==> src/rtl/ama_riscv_bp_spec_tracker.sv <==
// Branch-predictor speculation tracker: in-order queue of predicted branches between decode and
// memory stage. Optional saturating statistics counters under AMA_RISCV_SPEC_STATS_EN.
package ama_riscv_bp_spec_tracker_pkg;
  parameter int unsigned BP_PC_W = 32;

  typedef enum logic {B_NT = 1'b0, B_T = 1'b1} branch_t;

  typedef struct packed {
    logic enter;
    logic resolve;
  } bp_spec_t;

  typedef struct packed {
    logic [BP_PC_W-1:0] pc_dec;
    logic [BP_PC_W-1:0] pc_mem;
    branch_t            br_res;
    bp_spec_t           spec;
  } bp_pipe_t;
endpackage

module ama_riscv_bp_spec_tracker
  import ama_riscv_bp_spec_tracker_pkg::*;
#(
  parameter int unsigned DEPTH = 2,
  parameter int unsigned PC_W  = BP_PC_W
) (
  input  logic            clk,
  input  logic            rst,
  input  logic            dec_br_valid,
  input  logic            dec_stall,
  input  logic [PC_W-1:0] dec_pc,
  input  branch_t         dec_pred,
  input  logic [PC_W-1:0] dec_target,
  input  logic            res_valid,
  input  branch_t         res_taken,
  input  logic [PC_W-1:0] res_target,
  output bp_pipe_t        pipe_out,
  output logic            spec_full,
  output logic            mispred,
  output logic [PC_W-1:0] redirect_pc,
  output logic            spec_err,
  output logic [31:0]     stat_resolved,
  output logic [31:0]     stat_mispred
);

  localparam int unsigned PTR_W = (DEPTH > 1) ? $clog2(DEPTH) : 1;
  localparam int unsigned CNT_W = $clog2(DEPTH + 1);
  localparam logic [PTR_W-1:0] PTR_LAST = PTR_W'(DEPTH - 1);
  localparam logic [CNT_W-1:0] CNT_FULL = CNT_W'(DEPTH);

  logic [PC_W-1:0]  q_pc_q   [DEPTH];
  logic [PC_W-1:0]  q_pc_d   [DEPTH];
  branch_t          q_pred_q [DEPTH];
  branch_t          q_pred_d [DEPTH];
  logic [PTR_W-1:0] wr_ptr_q, wr_ptr_d;
  logic [PTR_W-1:0] rd_ptr_q, rd_ptr_d;
  logic [CNT_W-1:0] count_q, count_d;
  logic             mispred_q, mispred_d;
  logic [PC_W-1:0]  redirect_pc_q, redirect_pc_d;
  logic             spec_err_q, spec_err_d;

  logic             empty;
  logic             enter;
  logic             resolve;
  logic             mispred_kill;
  logic [PC_W-1:0]  head_pc;
  branch_t          head_pred;

  // The decode-side target is not needed here; the predictor consumes it elsewhere.
  logic unused_dec_target;
  assign unused_dec_target = ^dec_target;

  function automatic logic [PTR_W-1:0] ptr_inc(input logic [PTR_W-1:0] p);
    return (p == PTR_LAST) ? '0 : p + 1'b1;
  endfunction

  always_comb begin
    empty        = (count_q == '0);
    spec_full    = (count_q == CNT_FULL);
    head_pc      = q_pc_q[rd_ptr_q];
    head_pred    = q_pred_q[rd_ptr_q];
    resolve      = res_valid && !empty;
    mispred_kill = resolve && (res_taken != head_pred);
    // A mispredict squashes the decode branch too: it is younger than the resolving one.
    enter        = dec_br_valid && !dec_stall && !spec_full && !mispred_kill;
  end

  always_comb begin
    q_pc_d        = q_pc_q;
    q_pred_d      = q_pred_q;
    wr_ptr_d      = wr_ptr_q;
    rd_ptr_d      = rd_ptr_q;
    count_d       = count_q;
    mispred_d     = mispred_kill;
    redirect_pc_d = redirect_pc_q;
    spec_err_d    = spec_err_q | (res_valid & empty);

    if (mispred_kill) begin
      wr_ptr_d      = '0;
      rd_ptr_d      = '0;
      count_d       = '0;
      redirect_pc_d = (res_taken == B_T) ? res_target : head_pc + PC_W'(4);
    end else begin
      if (enter) begin
        q_pc_d[wr_ptr_q]   = dec_pc;
        q_pred_d[wr_ptr_q] = dec_pred;
        wr_ptr_d           = ptr_inc(wr_ptr_q);
      end
      if (resolve) begin
        rd_ptr_d = ptr_inc(rd_ptr_q);
      end
      count_d = count_q + CNT_W'(enter) - CNT_W'(resolve);
    end
  end

  always_ff @(posedge clk or negedge rst) begin
    if (!rst) begin
      for (int i = 0; i < DEPTH; i++) begin
        q_pc_q[i]   <= '0;
        q_pred_q[i] <= B_NT;
      end
      wr_ptr_q      <= '0;
      rd_ptr_q      <= '0;
      count_q       <= '0;
      mispred_q     <= 1'b0;
      redirect_pc_q <= '0;
      spec_err_q    <= 1'b0;
    end else begin
      q_pc_q        <= q_pc_d;
      q_pred_q      <= q_pred_d;
      wr_ptr_q      <= wr_ptr_d;
      rd_ptr_q      <= rd_ptr_d;
      count_q       <= count_d;
      mispred_q     <= mispred_d;
      redirect_pc_q <= redirect_pc_d;
      spec_err_q    <= spec_err_d;
    end
  end

  always_comb begin
    pipe_out.pc_dec       = BP_PC_W'(dec_pc);
    pipe_out.pc_mem       = empty ? '0 : BP_PC_W'(head_pc);
    pipe_out.br_res       = res_taken;
    pipe_out.spec.enter   = enter;
    pipe_out.spec.resolve = resolve;
  end

  assign mispred     = mispred_q;
  assign redirect_pc = redirect_pc_q;
  assign spec_err    = spec_err_q;

`ifdef AMA_RISCV_SPEC_STATS_EN
  logic [31:0] stat_res_q, stat_res_d;
  logic [31:0] stat_mis_q, stat_mis_d;

  // Counters stick at all-ones rather than wrapping.
  always_comb begin
    stat_res_d = stat_res_q;
    stat_mis_d = stat_mis_q;
    if (resolve && (stat_res_q != '1)) begin
      stat_res_d = stat_res_q + 32'd1;
    end
    if (mispred_kill && (stat_mis_q != '1)) begin
      stat_mis_d = stat_mis_q + 32'd1;
    end
  end

  always_ff @(posedge clk or negedge rst) begin
    if (!rst) begin
      stat_res_q <= '0;
      stat_mis_q <= '0;
    end else begin
      stat_res_q <= stat_res_d;
      stat_mis_q <= stat_mis_d;
    end
  end

  assign stat_resolved = stat_res_q;
  assign stat_mispred  = stat_mis_q;
`else
  assign stat_resolved = '0;
  assign stat_mispred  = '0;
`endif

endmodule

==> config.mk <==
export PLATFORM = sky130hd
export DESIGN_NAME = ama_riscv_bp_spec_tracker
export DESIGN_NICKNAME = d
export VERILOG_FILES = /design/src/rtl/ama_riscv_bp_spec_tracker.sv
export SDC_FILE = /design/constraint.sdc
export NUM_CORES = 1
export LEC_CHECK = 0
export ABC_AREA = 1
export BUFFER_PORTS_ARGS = -buffer_cell sky130_fd_sc_hd__buf_2
export CORE_UTILIZATION = 38
export CTS_CLUSTER_DIAMETER = 50
export DETAILED_ROUTE_END_ITERATION = 8
export PLACE_DENSITY = 0.66
export SYNTH_ARGS = -nofsm -noshare
export SYNTH_HDL_FRONTEND = slang
export SYNTH_SLANG_ARGS = --single-unit
==> constraint.sdc <==
create_clock -name clk -period 2.31 [get_ports clk]
set_clock_uncertainty 0.15 [all_clocks]
set_input_delay 0.462 -clock clk [delete_from_list [all_inputs] [get_ports clk]]
set_output_delay 0.462 -clock clk [all_outputs]
set_load 0.02 [all_outputs]
==> summary.md, run 1 <==
| Metric | Value |
|---|---|
| Seq/Total Area, Yosys | `40.12%` |
| Mux cell area share after synthesis | `0.3086%` |
| Layout cell share with drive strength beyond 1 | `34.27%` |
| Worst path max stage delay | `0.43 ns` |
| DR vias/cell | `4.580` |
| Max-cap viol count | `0` |
| Clock sinks | `104` |
| Cells along the critical path | `clkinv_4 -> nand2_1 -> nand2_4 -> xor2_4 -> nor2_4 -> inv_4 -> nand2_4 -> inv_4 -> buf_6` |
| Mapped Cells | `913` |
| Global route overflow | `0` |
| DR DRC count | `0` |
| Reg-to-reg endpoint | `redirect_pc[20]` |
| Root Driver | `clkbuf_16` |
| Ys async rst share | `100.0%` |
| Vias in the first global route | `5463` |
| First-pass GRT wire length | `27790 um` |
| Boundary Pins | `269` |
| Met2 wire length | `8409 um` |
| CORE AREA | `16640 um2` |
| Yosys top cell area share | `40.12%` |
| Synth Register Bits | `104` |
| HP Class | `input pin to flip-flop` |
| Tmin final | `2.347 ns` |
| Unique masters post-synth | `34` |
| Final critical-path share of the clock period | `101.6%` |
| Die area | `17600 um2` |
| CTS H-tree lvls | `3` |
| P per Cell Area | `1380 nW/um2` |
| Crit path DAT | `1.73 ns` |
| Xor and xnor area share after synthesis | `0.5208%` |
| Total power | `11.42 mW` |
| Num CTS Buffers | `9` |
| Avg WL per Cell | `13.69 um` |
| Initial antenna violation count | `0` |
| Starting density of the core | `38.97%` |
| Post-synth top cells | `nand2_1 (307), buf_4 (107), dfrtp_1 (104)` |
| Post-synth EDFFs | `0` |
| Reg-to-Reg Start | `rd_ptr_q` |
| Met3 Wirelength | `924 um` |
| Worst setup endpoint | `pipe_out[1]` |
| Final net count | `1204` |
| Largest net degree at the start of global routing | `68` |
| Top post-synthesis cells by area | `dfrtp_1 (40%), nand2_1 (18%), buf_4 (12%)` |
| Fraction of the mapped netlist area in compound gates | `9.838%` |
| Worst Setup End Kind | `output port` |
| Util after Layout | `49.73%` |
| Worst VDD drop | `0.0005458 V` |
| Crit Path Category | `flip-flop to output port` |
| Reg2Reg Depth | `16` |
| Leak | `4.422 nW` |
| Worst slew pin tran | `0.5311 ns` |
| CP max-delay cell | `dfrtp_2` |
| Drt first pass iters | `5` |
| Clk buf depth | `2` |
| Area growth, synth to finish | `27.58%` |
| Largest family of logic cells by synthesized area | `simple AND/OR/NAND/NOR gates` |
| Total track usage | `20.50%` |
| Failing checks | `negative setup slack` |
| DRT iter0 DRCs | `365` |
| CP Launch Type | `flip-flop` |
| Worst skew pair latency | `0.37 ns` |
| Core Rows | `47` |
| Fmax | `426.1 MHz` |
| Fin. max-slew vios | `0` |
| Primary FF master, synth | `dfrtp_1` |
| Metal-1 WL | `8318 um` |
| Yosys top cell by area | `dfrtp_1` |
| Synth Area in Adders | `0.5787%` |
| Final Hold Violating Endpoints | `0` |
| CTS tree | `built` |
| Count leader, synth | `nand2_1` |
| Clock-pin slew on the worst setup and hold paths | `0.07 ns` |
| Worst EP required | `1.70 ns` |
| Outcome | `finished, violations left` |
| Max Used Layer | `met4` |
| Antenna Cells | `0` |
| Setup slack, reg-to-reg | `0.02 ns` |
| Post-synthesis cell area | `6486 um2` |
| Slack of the critical path | `-0.03683 ns` |
| CP startpoint | `rd_ptr_q` |
| CP bufs+invs | `4` |
| Crit-path leading delay family | `simple AND/OR/NAND/NOR gates` |
| GPL Wtd Cong | `0.8768` |
| Syn Area/Cell | `7.104 um2` |
| Peak fanout along the critical path | `6` |
| Buffers on Ports | `172` |
| Crit path depth | `9` |
| Post-route ant nets | `0` |
| Unrepaired setup endpoints after global routing | `yes` |
| Synth Area in Simple Gates | `29.11%` |
| Drt total wl | `18110 um` |
| Final setup viols | `5` |
| DP Wirelength | `13080 um` |
| Die H | `132.7 um` |
| Die X | `132.7 um` |
| Max-Slew Margin vs Limit | `64.60%` |
| Vias | `6059` |
| YS warnings | `0` |
-- metal layers --
metal / global-route usage [%] / up-vias
li1: - / 3039
met1: 27.49 / 2772
met2: 32.51 / 218
met3: 3.716 / 30
met4: 8.557 / 0
met5: 0 / -
-- through the flow --
stage | TNS, ns | hold slack (ns) | setup slack, ns | cell area [um2] | std cells
2_1_floorplan | 0 | 0.01641 | 0.2657 | 6723 | 976
3_3_place_gp | 0 | 0.2889 | 0.02246 | 7330 | 1286
3_5_place_dp | -0.008035 | 0.2890 | -0.008035 | 7330 | 1286
4_1_cts | -0.3161 | 0.1585 | -0.06144 | 7884 | 1313
5_1_grt | -1.198 | 0.1796 | -0.1275 | 8275 | 1323
6_report | -0.07997 | 0.1686 | -0.03683 | 8275 | 1323
-- placed cells by master, fill, tap and decap left out, types with 38 or more instances in the layout --
master | synthesis | final
buf_2 | 6 | 149
buf_4 | 107 | 80
conb_1 | 1 | 64
dfrtp_1 | 104 | 103
inv_1 | 74 | 63
nand2_1 | 307 | 266
nand3_1 | 43 | 39
nor2_1 | 98 | 71
o21ai_0 | 43 | 40
o21ai_1 | 36 | 38
-- logic make-up (layout without fill, tap and decap cells) --
logic type / count (synthesis) / count (layout)
flip-flops: 104 / 104
buffers and inverters: 214 / 340
multiplexers: 2 / 2
adder cells (fa/ha/maj): 3 / 3
AND/OR/NAND/NOR: 471 / 472
AO/OA/AOI/OAI: 115 / 115
XOR/XNOR: 3 / 3
other: 1 / 64
-- worst min-delay path by stage --
stage,start,endpoint,depth (start not counted),slack [ns]
floorplan,rst,count_q[0],0,0.02
global placement,rst,spec_err,1,0.29
detailed placement,spec_err,spec_err,1,0.29
CTS,res_valid,spec_err,2,0.16
global route,res_valid,spec_err,2,0.18
finish,res_valid,spec_err,2,0.17
-- final cells by class --
cell class | count | area [um2]
Fill cell | 1676 | 8367
Multi-Input combinational cell | 659 | 3179
Sequential cell | 104 | 2604
Timing Repair Buffer | 246 | 1610
Inverter | 78 | 305.3
Tap cell | 220 | 275.3
Clock buffer | 10 | 229.0
Clock inverter | 6 | 72.57
-- report_power, final --
| part | switching, mW | leakage, nW | total, mW | internal (mW) |
|---|---|---|---|---|
| logic | 4.05 | 2.99 | 6.62 | 2.57 |
| registers | 0.503 | 1.28 | 3.20 | 2.69 |
| clock network | 0.745 | 0.149 | 1.60 | 0.857 |
-- sequential cells by signal, indices dropped and copies added (netlist names) --
signal and cells:
mispred 1, count_q 2, wr_ptr_q 1, spec_err 1, q_pc_q 64, q_pred_q 2
redirect_pc 32, rd_ptr_q 1
-- timing repair --
action	CTS	global route
endpoints found under the setup margin	25	92
endpoints found under the hold margin	30	0
buffers inserted	9	9
pin swaps	11	22
gates cloned	1	2
hold buffers	1	0
gates resized for setup	48	106
(Power assumes the default switching activity.)
==> inputs of run 2 (changes only) <==
--- a/config.mk
+++ b/config.mk
@@ -5,11 +5,11 @@
 export SDC_FILE = /design/constraint.sdc
 export NUM_CORES = 1
 export LEC_CHECK = 0
-export ABC_AREA = 1
 export BUFFER_PORTS_ARGS = -buffer_cell sky130_fd_sc_hd__buf_2
 export CORE_UTILIZATION = 38
 export CTS_CLUSTER_DIAMETER = 50
 export DETAILED_ROUTE_END_ITERATION = 8
+export GPL_TIMING_DRIVEN = 0
 export PLACE_DENSITY = 0.66
 export SYNTH_ARGS = -nofsm -noshare
 export SYNTH_HDL_FRONTEND = slang
==> run 2 against run 1 <==
- the flow still finishes with violations (negative setup slack)
- utilization up 12 points
- setup slack worse by 0.48 ns
- combinational power rose by 43%
- fmax decreased by 17%
- synthesized cell count decreased by 32%
- power up 30%
- via count decreased by 2.4%
- cell count down 12%
- global-route usage up 3.5 points
- register-to-register slack worse by 0.53 ns
- largest power group unchanged
- sequential share of layout area decreased by 6.1 points
- sequential cell count is the same
==> summary.md, run 2 <==
| Metric | Value |
|---|---|
| Yosys top cell by area | `dfrtp_1 (unchanged)` |
| Final setup viols | `132 (was 5)` |
| Max-cap viol count | `0 (unchanged)` |
| CTS H-tree lvls | `3 (unchanged)` |
| Post-synthesis cell area | `6421 um2 (was 6486 um2)` |
| Peak fanout along the critical path | `5 (was 6)` |
| Top post-synthesis cells by area | `dfrtp_1 (41%), buf_4 (12%), mux2_4 (7.0%) (was dfrtp_1 (40%), nand2_1 (18%), buf_4 (12%))` |
| Cell repeated most along the worst path | `buf_6` |
| Hold_buf cts | `0 (was 1)` |
| Clock sinks | `104 (unchanged)` |
| Total power | `14.79 mW (was 11.42 mW)` |
| Commonest non-fill, non-tap cell in the layout | `buf_4 (was nand2_1)` |
| Final Hold Violating Endpoints | `0 (unchanged)` |
| Final critical-path share of the clock period | `122.2% (was 101.6%)` |
| Count leader, synth | `buf_4 (was nand2_1)` |
| Worst EP required | `2.43 ns (was 1.70 ns)` |
| Slack of the critical path | `-0.5125 ns (was -0.03683 ns)` |
| DRT iter0 DRCs | `348 (was 365)` |
| Worst path max stage delay | `0.50 ns (was 0.43 ns)` |
| Post-synth top cells | `buf_4 (105), dfrtp_1 (104), nor2_1 (52) (was nand2_1 (307), buf_4 (107), dfrtp_1 (104))` |
| Area growth, synth to finish | `59.92% (was 27.58%)` |
| Num CTS Buffers | `9 (unchanged)` |
| Mapped Cells | `623 (was 913)` |
| Total track usage | `24.00% (was 20.50%)` |
| Synth Register Bits | `104 (unchanged)` |
| Yosys top cell area share | `40.53% (was 40.12%)` |
| Flop pwr share | `25.7% (was 28.0%)` |
| First-pass GRT wire length | `31450 um (was 27790 um)` |
| Crit Path Category | `flip-flop to flip-flop (was flip-flop to output port)` |
| Number of flip-flops under the largest register name | `64 (unchanged)` |
| Setup slack, reg-to-reg | `-0.51 ns (was 0.02 ns)` |
| Clock-pin slew on the worst setup and hold paths | `0.07 ns (about the same)` |
| P per Cell Area | `1441 nW/um2 (was 1380 nW/um2)` |
| Largest net degree at the start of global routing | `62 (was 68)` |
| Fin. max-slew vios | `0 (unchanged)` |
| Post-route ant nets | `0 (unchanged)` |
| Drt first pass iters | `7 (was 5)` |
| Reg2Reg Depth | `10 (was 16)` |
| Unrepaired setup endpoints after global routing | `yes (unchanged)` |
| Sw Ratio | `43.77% (was 46.38%)` |
| Avg WL per Cell | `19.64 um (was 13.69 um)` |
| P_sw | `6.475 mW (was 5.296 mW)` |
| DR vias/cell | `5.056 (was 4.580)` |
| Post-synth EDFFs | `0 (unchanged)` |
| Crit path depth | `10 (was 9)` |
| Syn Area/Cell | `10.31 um2 (was 7.104 um2)` |
| Int Power | `8.319 mW (was 6.123 mW)` |
| Most frequent cells in the layout | `buf_4 (149), buf_2 (147), dfrtp_1 (104) (was nand2_1 (266), buf_2 (149), dfrtp_1 (103))` |
| Clk buf depth | `2 (unchanged)` |
| Util after Layout | `62.14% (was 49.73%)` |
| Crit-path leading delay family | `compound AO/OA/AOI/OAI gates (was simple AND/OR/NAND/NOR gates)` |
| Fmax | `354.3 MHz (was 426.1 MHz)` |
| Outcome | `finished, violations left (unchanged)` |
| DR DRC count | `0 (unchanged)` |
| Cells along the critical path | `buf_6 -> buf_8 -> buf_6 -> nand3b_1 -> a222oi_1 -> buf_4 -> o2111a_2 -> nand4_1 -> xnor2_2 -> a221oi_2 (was clkinv_4 -> nand2_1 -> nand2_4 -> xor2_4 -> nor2_4 -> inv_4 -> nand2_4 -> inv_4 -> buf_6)` |
| HP Class | `input pin to async pin (was input pin to flip-flop)` |
| Final net count | `1053 (was 1204)` |
| Worst Setup End Kind | `flip-flop (was output port)` |
| Initial antenna violation count | `0 (unchanged)` |
| Worst VDD drop | `0.0008048 V (was 0.0005458 V)` |
| Max-Slew Margin vs Limit | `44.82% (was 64.60%)` |
| Final Instance Area | `10270 um2 (was 8275 um2)` |
| CP Launch Type | `flip-flop (unchanged)` |
| Starting density of the core | `38.86% (was 38.97%)` |
| Leak | `5.077 nW (was 4.422 nW)` |
| YS warnings | `0 (unchanged)` |
| Drt total wl | `22980 um (was 18110 um)` |
| Antenna Cells | `0 (unchanged)` |
| Layout cell share with drive strength beyond 1 | `60.32% (was 34.27%)` |
| Die X | `132.0 um (was 132.7 um)` |
| Setup_tns | `-29.50 ns (was -0.07997 ns)` |
| Ys async rst share | `100.0% (unchanged)` |
| Primary FF master, synth | `dfrtp_1 (unchanged)` |
| Worst skew pair latency | `0.37 ns (about the same)` |
| GPL Wtd Cong | `0.9050 (was 0.8768)` |
| Crit path DAT | `2.95 ns (was 1.73 ns)` |
| Global route overflow | `0 (unchanged)` |
| Buffers on Ports | `171 (was 172)` |
| CORE AREA | `16520 um2 (was 16640 um2)` |
| Seq/Total Area, Yosys | `40.53% (was 40.12%)` |
| Die H | `132.0 um (was 132.7 um)` |
| CP bufs+invs | `4 (unchanged)` |
| Root Driver | `clkbuf_16 (unchanged)` |
| Vias in the first global route | `5457 (was 5463)` |
| Core Rows | `47 (unchanged)` |
| CP max-delay cell | `a222oi_1 (was dfrtp_2)` |
| Gate power share | `64.0% (was 58.0%)` |
| Failing checks | `negative setup slack (unchanged)` |
| Top reg by flops | `q_pc_q (unchanged)` |
| DP Area | `7868 um2 (was 7330 um2)` |
| Vias | `5915 (was 6059)` |
| Dpl ws | `-0.8520 ns (was -0.008035 ns)` |
| Tmin final | `2.823 ns (was 2.347 ns)` |
| Clock power share | `10.3% (was 14.0%)` |
| CTS tree | `built (unchanged)` |
| Die area | `17420 um2 (was 17600 um2)` |
| DP Wirelength | `14270 um (was 13080 um)` |
| Unique masters post-synth | `57 (was 34)` |
| Boundary Pins | `269 (unchanged)` |
| Worst slew pin tran | `0.8276 ns (was 0.5311 ns)` |
-- run 2: cell types whose count changed after synthesis, moves of 23 or more --
cell / before / now
o21ai_1: 36 / 3
nand3_1: 43 / 12
nand2_1: 307 / 32
nor2_1: 98 / 52
mux2_4: 0 / 30
inv_1: 74 / 3
mux2i_1: 2 / 25
-- run 2: power by group through the flow --
stage	clock, mW	combinational, mW	sequential (mW)
after global placement	0	6.03	3.47
after detailed placement	0	6.11	3.51
after global routing	1.61	9.91	3.90
after CTS	1.55	7.79	3.62
after floorplan	0	4.01	3.61
final	1.53	9.46	3.80
-- run 2: area by class of cell --
type | count | area, um2
clock buffer | 10 | 229.0
timing repair buffer | 252 | 1963
clock inverter | 4 | 47.55
tap | 220 | 275.3
fill | 1276 | 6256
inverter | 6 | 37.54
sequential | 104 | 2603
multi-input combinational | 448 | 4034
buffer | 126 | 1080
-- run 2: layer usage --
metal,track usage [%],part of all wire [%],vias to the layer above
li1,-,-,2665
met4,12.79,4.7,0
met5,0,0,-
met3,4.729,6.8,71
met1,30.68,41,2868
met2,38.42,47,311
-- run 2: kinds of logic (layout without fill, tap and decap cells) --
logic type / Yosys count / count (layout) / share of synthesized area [%]
AOI/OAI and AO/OA: 95 / 95 / 8.963
xor gates and xnor gates: 31 / 31 / 4.228
adders and majority gates: 3 / 3 / 0.5846
buffers and inverters: 134 / 398 / 14.59
DFF: 104 / 104 / 40.53
muxes: 98 / 98 / 18.63
other: 1 / 64 / 0.05840
and+or+nand+nor: 157 / 157 / 12.41
-- run 2: worst paths after layout --
check | startpoint | end
hold / removal | rst | q_pc_q[26]
min in group clk | res_valid | spec_err
hold reg to reg | spec_err | spec_err
setup / recovery | rd_ptr_q | redirect_pc[28]
setup reg to reg | rd_ptr_q | redirect_pc[28]
max in group asynchronous | rst | redirect_pc[5]
-- run 2: metrics by stage --
step / hold WS [ns] / instances
after detailed placement: 0.3128 / 1078
final: 0.05241 / 1170
after floorplan: 0.01641 / 686
after global placement: 0.2873 / 1077
after global routing: 0.1292 / 1170
after CTS: 0.08004 / 1137
-- run 2: repair_timing --
| item | in CTS | in global routing |
|---|---|---|
| setup endpoints to repair | 136 | 132 |
| pin swaps | 37 | 47 |
| gates resized for setup | 172 | 172 |
| buffers inserted | 42 | 30 |
| cloned | 3 | 7 |
==> inputs of run 3 (changes only) <==
--- a/config.mk
+++ b/config.mk
@@ -9,8 +9,7 @@
 export CORE_UTILIZATION = 38
 export CTS_CLUSTER_DIAMETER = 50
 export DETAILED_ROUTE_END_ITERATION = 8
-export GPL_TIMING_DRIVEN = 0
-export PLACE_DENSITY = 0.66
+export PLACE_DENSITY = 0.77
 export SYNTH_ARGS = -nofsm -noshare
 export SYNTH_HDL_FRONTEND = slang
 export SYNTH_SLANG_ARGS = --single-unit
==> run 3 against run 2 <==
- the run still ends with negative setup slack left
- die area did not move
- critical path type unchanged
- fmax grew 12%
- clock power rose by 17%
- critical endpoint is now redirect_pc[26]
- power is 5.3% lower
==> summary.md, run 3 (same netlist as run 2, synthesis figures left out) <==
| Metric | Value |
|---|---|
| Outcome | `finished, violations left (unchanged)` |
| Failing checks | `negative setup slack (unchanged)` |
| Core Rows | `47 (unchanged)` |
| Commonest non-fill, non-tap cell in the layout | `buf_2 (was buf_4)` |
| CORE AREA | `16520 um2 (unchanged)` |
| Root Driver | `clkbuf_16 (unchanged)` |
| Crit path DAT | `2.61 ns (was 2.95 ns)` |
| Max-Slew Margin vs Limit | `49.75% (was 44.82%)` |
| Crit Path Category | `flip-flop to flip-flop (unchanged)` |
| Fin Hold WS | `0.02284 ns (was 0.05241 ns)` |
| Layout cell share with drive strength beyond 1 | `51.35% (was 60.32%)` |
| Drt total wl | `19020 um (was 22980 um)` |
| Fillers | `1361 (was 1276)` |
| Gate power share | `60.8% (was 64.0%)` |
| Unrepaired setup endpoints after global routing | `yes (unchanged)` |
| CP max-delay cell | `dfrtp_2 (was a222oi_1)` |
| Area growth, synth to finish | `41.17% (was 59.92%)` |
| Num CTS Buffers | `9 (unchanged)` |
| Reg-to-reg endpoint | `redirect_pc[26] (was redirect_pc[28])` |
| CTS tree | `built (unchanged)` |
| Peak fanout along the critical path | `3 (was 5)` |
| DRT iter0 DRCs | `265 (was 348)` |
| First-pass GRT wire length | `27570 um (was 31450 um)` |
| Worst EP required | `2.40 ns (was 2.43 ns)` |
| CP startpoint | `rd_ptr_q (unchanged)` |
| Vias in the first global route | `4915 (was 5457)` |
| DR vias/cell | `5.035 (was 5.056)` |
| Int Power | `8.110 mW (was 8.319 mW)` |
| Largest net degree at the start of global routing | `105 (was 62)` |
| Clk buf depth | `2 (unchanged)` |
| Leak | `4.374 nW (was 5.077 nW)` |
| Clock power share | `12.8% (was 10.3%)` |
| Sequential standard cell area | `2604 um2 (was 2603 um2)` |
| Vias | `5397 (was 5915)` |
| Clock sinks | `104 (unchanged)` |
| DP Wirelength | `12550 um (was 14270 um)` |
| GPL Wtd Cong | `0.8337 (was 0.9050)` |
| Final Instance Area | `9065 um2 (was 10270 um2)` |
| Final Hold Violating Endpoints | `0 (unchanged)` |
| Global route overflow | `0 (unchanged)` |
| Most frequent cells in the layout | `buf_2 (146), dfrtp_1 (103), buf_4 (84) (was buf_4 (149), buf_2 (147), dfrtp_1 (104))` |
| Max-cap viol count | `0 (unchanged)` |
| Reg2Reg Depth | `13 (was 10)` |
| Drt first pass iters | `5 (was 7)` |
| CP bufs+invs | `5 (was 4)` |
| Slack of the critical path | `-0.2093 ns (was -0.5125 ns)` |
| Fin. max-slew vios | `0 (unchanged)` |
| Die H | `132.0 um (unchanged)` |
| Worst path max stage delay | `0.45 ns (was 0.50 ns)` |
| Cells along the critical path | `buf_6 -> buf_6 -> mux2_4 -> ha_4 -> nand4_1 -> o21ai_2 -> buf_4 -> o2111a_2 -> buf_6 -> buf_4 -> nand2_4 -> xor2_4 -> o22ai_2 (was buf_6 -> buf_8 -> buf_6 -> nand3b_1 -> a222oi_1 -> buf_4 -> o2111a_2 -> nand4_1 -> xnor2_2 -> a221oi_2)` |
| Initial antenna violation count | `1 (was 0)` |
| Worst Setup End Kind | `flip-flop (unchanged)` |
| DR DRC count | `0 (unchanged)` |
| Sw Ratio | `42.13% (was 43.77%)` |
| Worst setup endpoint | `redirect_pc[26] (was redirect_pc[28])` |
| Tmin final | `2.519 ns (was 2.823 ns)` |
| Total track usage | `20.78% (was 24.00%)` |
| Top reg by flops | `q_pc_q (unchanged)` |
| Avg WL per Cell | `17.75 um (was 19.64 um)` |
| P_sw | `5.904 mW (was 6.475 mW)` |
| Fmax | `396.9 MHz (was 354.3 MHz)` |
| Worst VDD drop | `0.0008562 V (was 0.0008048 V)` |
| Buffers on Ports | `172 (was 171)` |
| Flop pwr share | `26.4% (was 25.7%)` |
| Die X | `132.0 um (unchanged)` |
| P per Cell Area | `1546 nW/um2 (was 1441 nW/um2)` |
| Final setup viols | `30 (was 132)` |
| Crit-path leading delay family | `buffers and inverters (was compound AO/OA/AOI/OAI gates)` |
| CTS H-tree lvls | `3 (unchanged)` |
| Final critical-path share of the clock period | `109.1% (was 122.2%)` |
| Setup slack, reg-to-reg | `-0.21 ns (was -0.51 ns)` |
| Boundary Pins | `269 (unchanged)` |
| Die area | `17420 um2 (unchanged)` |
| HP Class | `input pin to async pin (unchanged)` |
| Worst skew pair latency | `0.35 ns (was 0.37 ns)` |
| Clock-pin slew on the worst setup and hold paths | `0.07 ns (about the same)` |
| Cell repeated most along the worst path | `buf_6 (unchanged)` |
| Post-route ant nets | `0 (unchanged)` |
| Number of flip-flops under the largest register name | `64 (unchanged)` |
| Starting density of the core | `38.86% (unchanged)` |
| Reg-to-Reg Start | `rd_ptr_q (unchanged)` |
| Final net count | `952 (was 1053)` |
| Crit path depth | `13 (was 10)` |
| CP Launch Type | `flip-flop (unchanged)` |
| DP Area | `7436 um2 (was 7868 um2)` |
| Worst slew pin tran | `0.7459 ns (was 0.8276 ns)` |
| Area taken by multi-input logic gates | `3807 um2 (was 4034 um2)` |
[run 3: worst register-to-register path, cell delays in order, from the launching register on]
cell and delay, ns:
dfrtp_2 0.45, buf_6 0.14, buf_6 0.11, mux2_4 0.32
ha_4 0.18, nand4_1 0.08, o21ai_2 0.08, buf_4 0.14
o2111a_2 0.17, buf_6 0.13, buf_4 0.13, nand2_4 0.07
xor2_4 0.18, o22ai_2 0.09
[run 3: through the flow]
| stage | worst slack [ns] | power, mW | setup TNS, ns | instances | util [%] |
|---|---|---|---|---|---|
| after global routing | -0.3058 | 14.75 | -7.279 | 1072 | 54.86 |
| after floorplan | -0.2168 | 7.622 | -1.263 | 686 | - |
| after global placement | -0.1280 | 9.677 | -0.6238 | 1010 | 45.00 |
| final | -0.2093 | 14.01 | -2.514 | 1072 | 54.86 |
| after detailed placement | -0.1829 | 9.832 | -1.191 | 1010 | 45.00 |
| after CTS | -0.1650 | 12.85 | -1.724 | 1050 | 51.23 |
[run 3: layout make-up]
| cell class | instances | share of cell area [%] |
|---|---|---|
| flip-flops and latches | 104 | 28.72 |
| clock inverters | 5 | 1.146 |
| diodes | 1 | 0.02761 |
| clock buffers | 11 | 2.678 |
| repair buffers | 277 | 22.03 |
| inverters | 6 | 0.3589 |
| multi-input cells | 448 | 42.00 |
| well taps | 220 | 3.037 |
[run 3: worst min path at each step]
stage,startpoint,to,slack [ns],cells after the start
finish,rst,q_pc_q[60],0.02,2
global route,rst,q_pc_q[60],0.08,2
CTS,rst,q_pc_q[60],0.06,2
detailed placement,spec_err,spec_err,0.29,1
global placement,spec_err,spec_err,0.29,1
floorplan,rst,count_q[0],0.02,0
[run 3: metal layers]
metal / routed length [um] / up-vias / global-route usage [%]
met3: 949 / 37 / 2.922
met2: 9192 / 226 / 33.30
met4: 559 / 0 / 8.656
met5: 0 / - / 0
li1: - / 2454 / -
met1: 8322 / 2680 / 28.19
[run 3: power by group through the flow]
| stage | registers, mW | logic, mW | clock network [mW] |
|---|---|---|---|
| 2_1_floorplan | 3.61 | 4.01 | 0 |
| 3_3_place_gp | 3.46 | 6.22 | 0 |
| 3_5_place_dp | 3.51 | 6.32 | 0 |
| 4_1_cts | 3.58 | 7.44 | 1.83 |
| 5_1_grt | 3.82 | 9.02 | 1.90 |
| 6_report | 3.71 | 8.52 | 1.79 |
[run 3: repair_timing]
action | in CTS | in global routing
endpoints found under the setup margin | 43 | 58
cloned | 2 | 1
pin swaps | 33 | 30
buffers inserted | 23 | 24
hold buffers | 0 | 0
resized for setup | 111 | 94
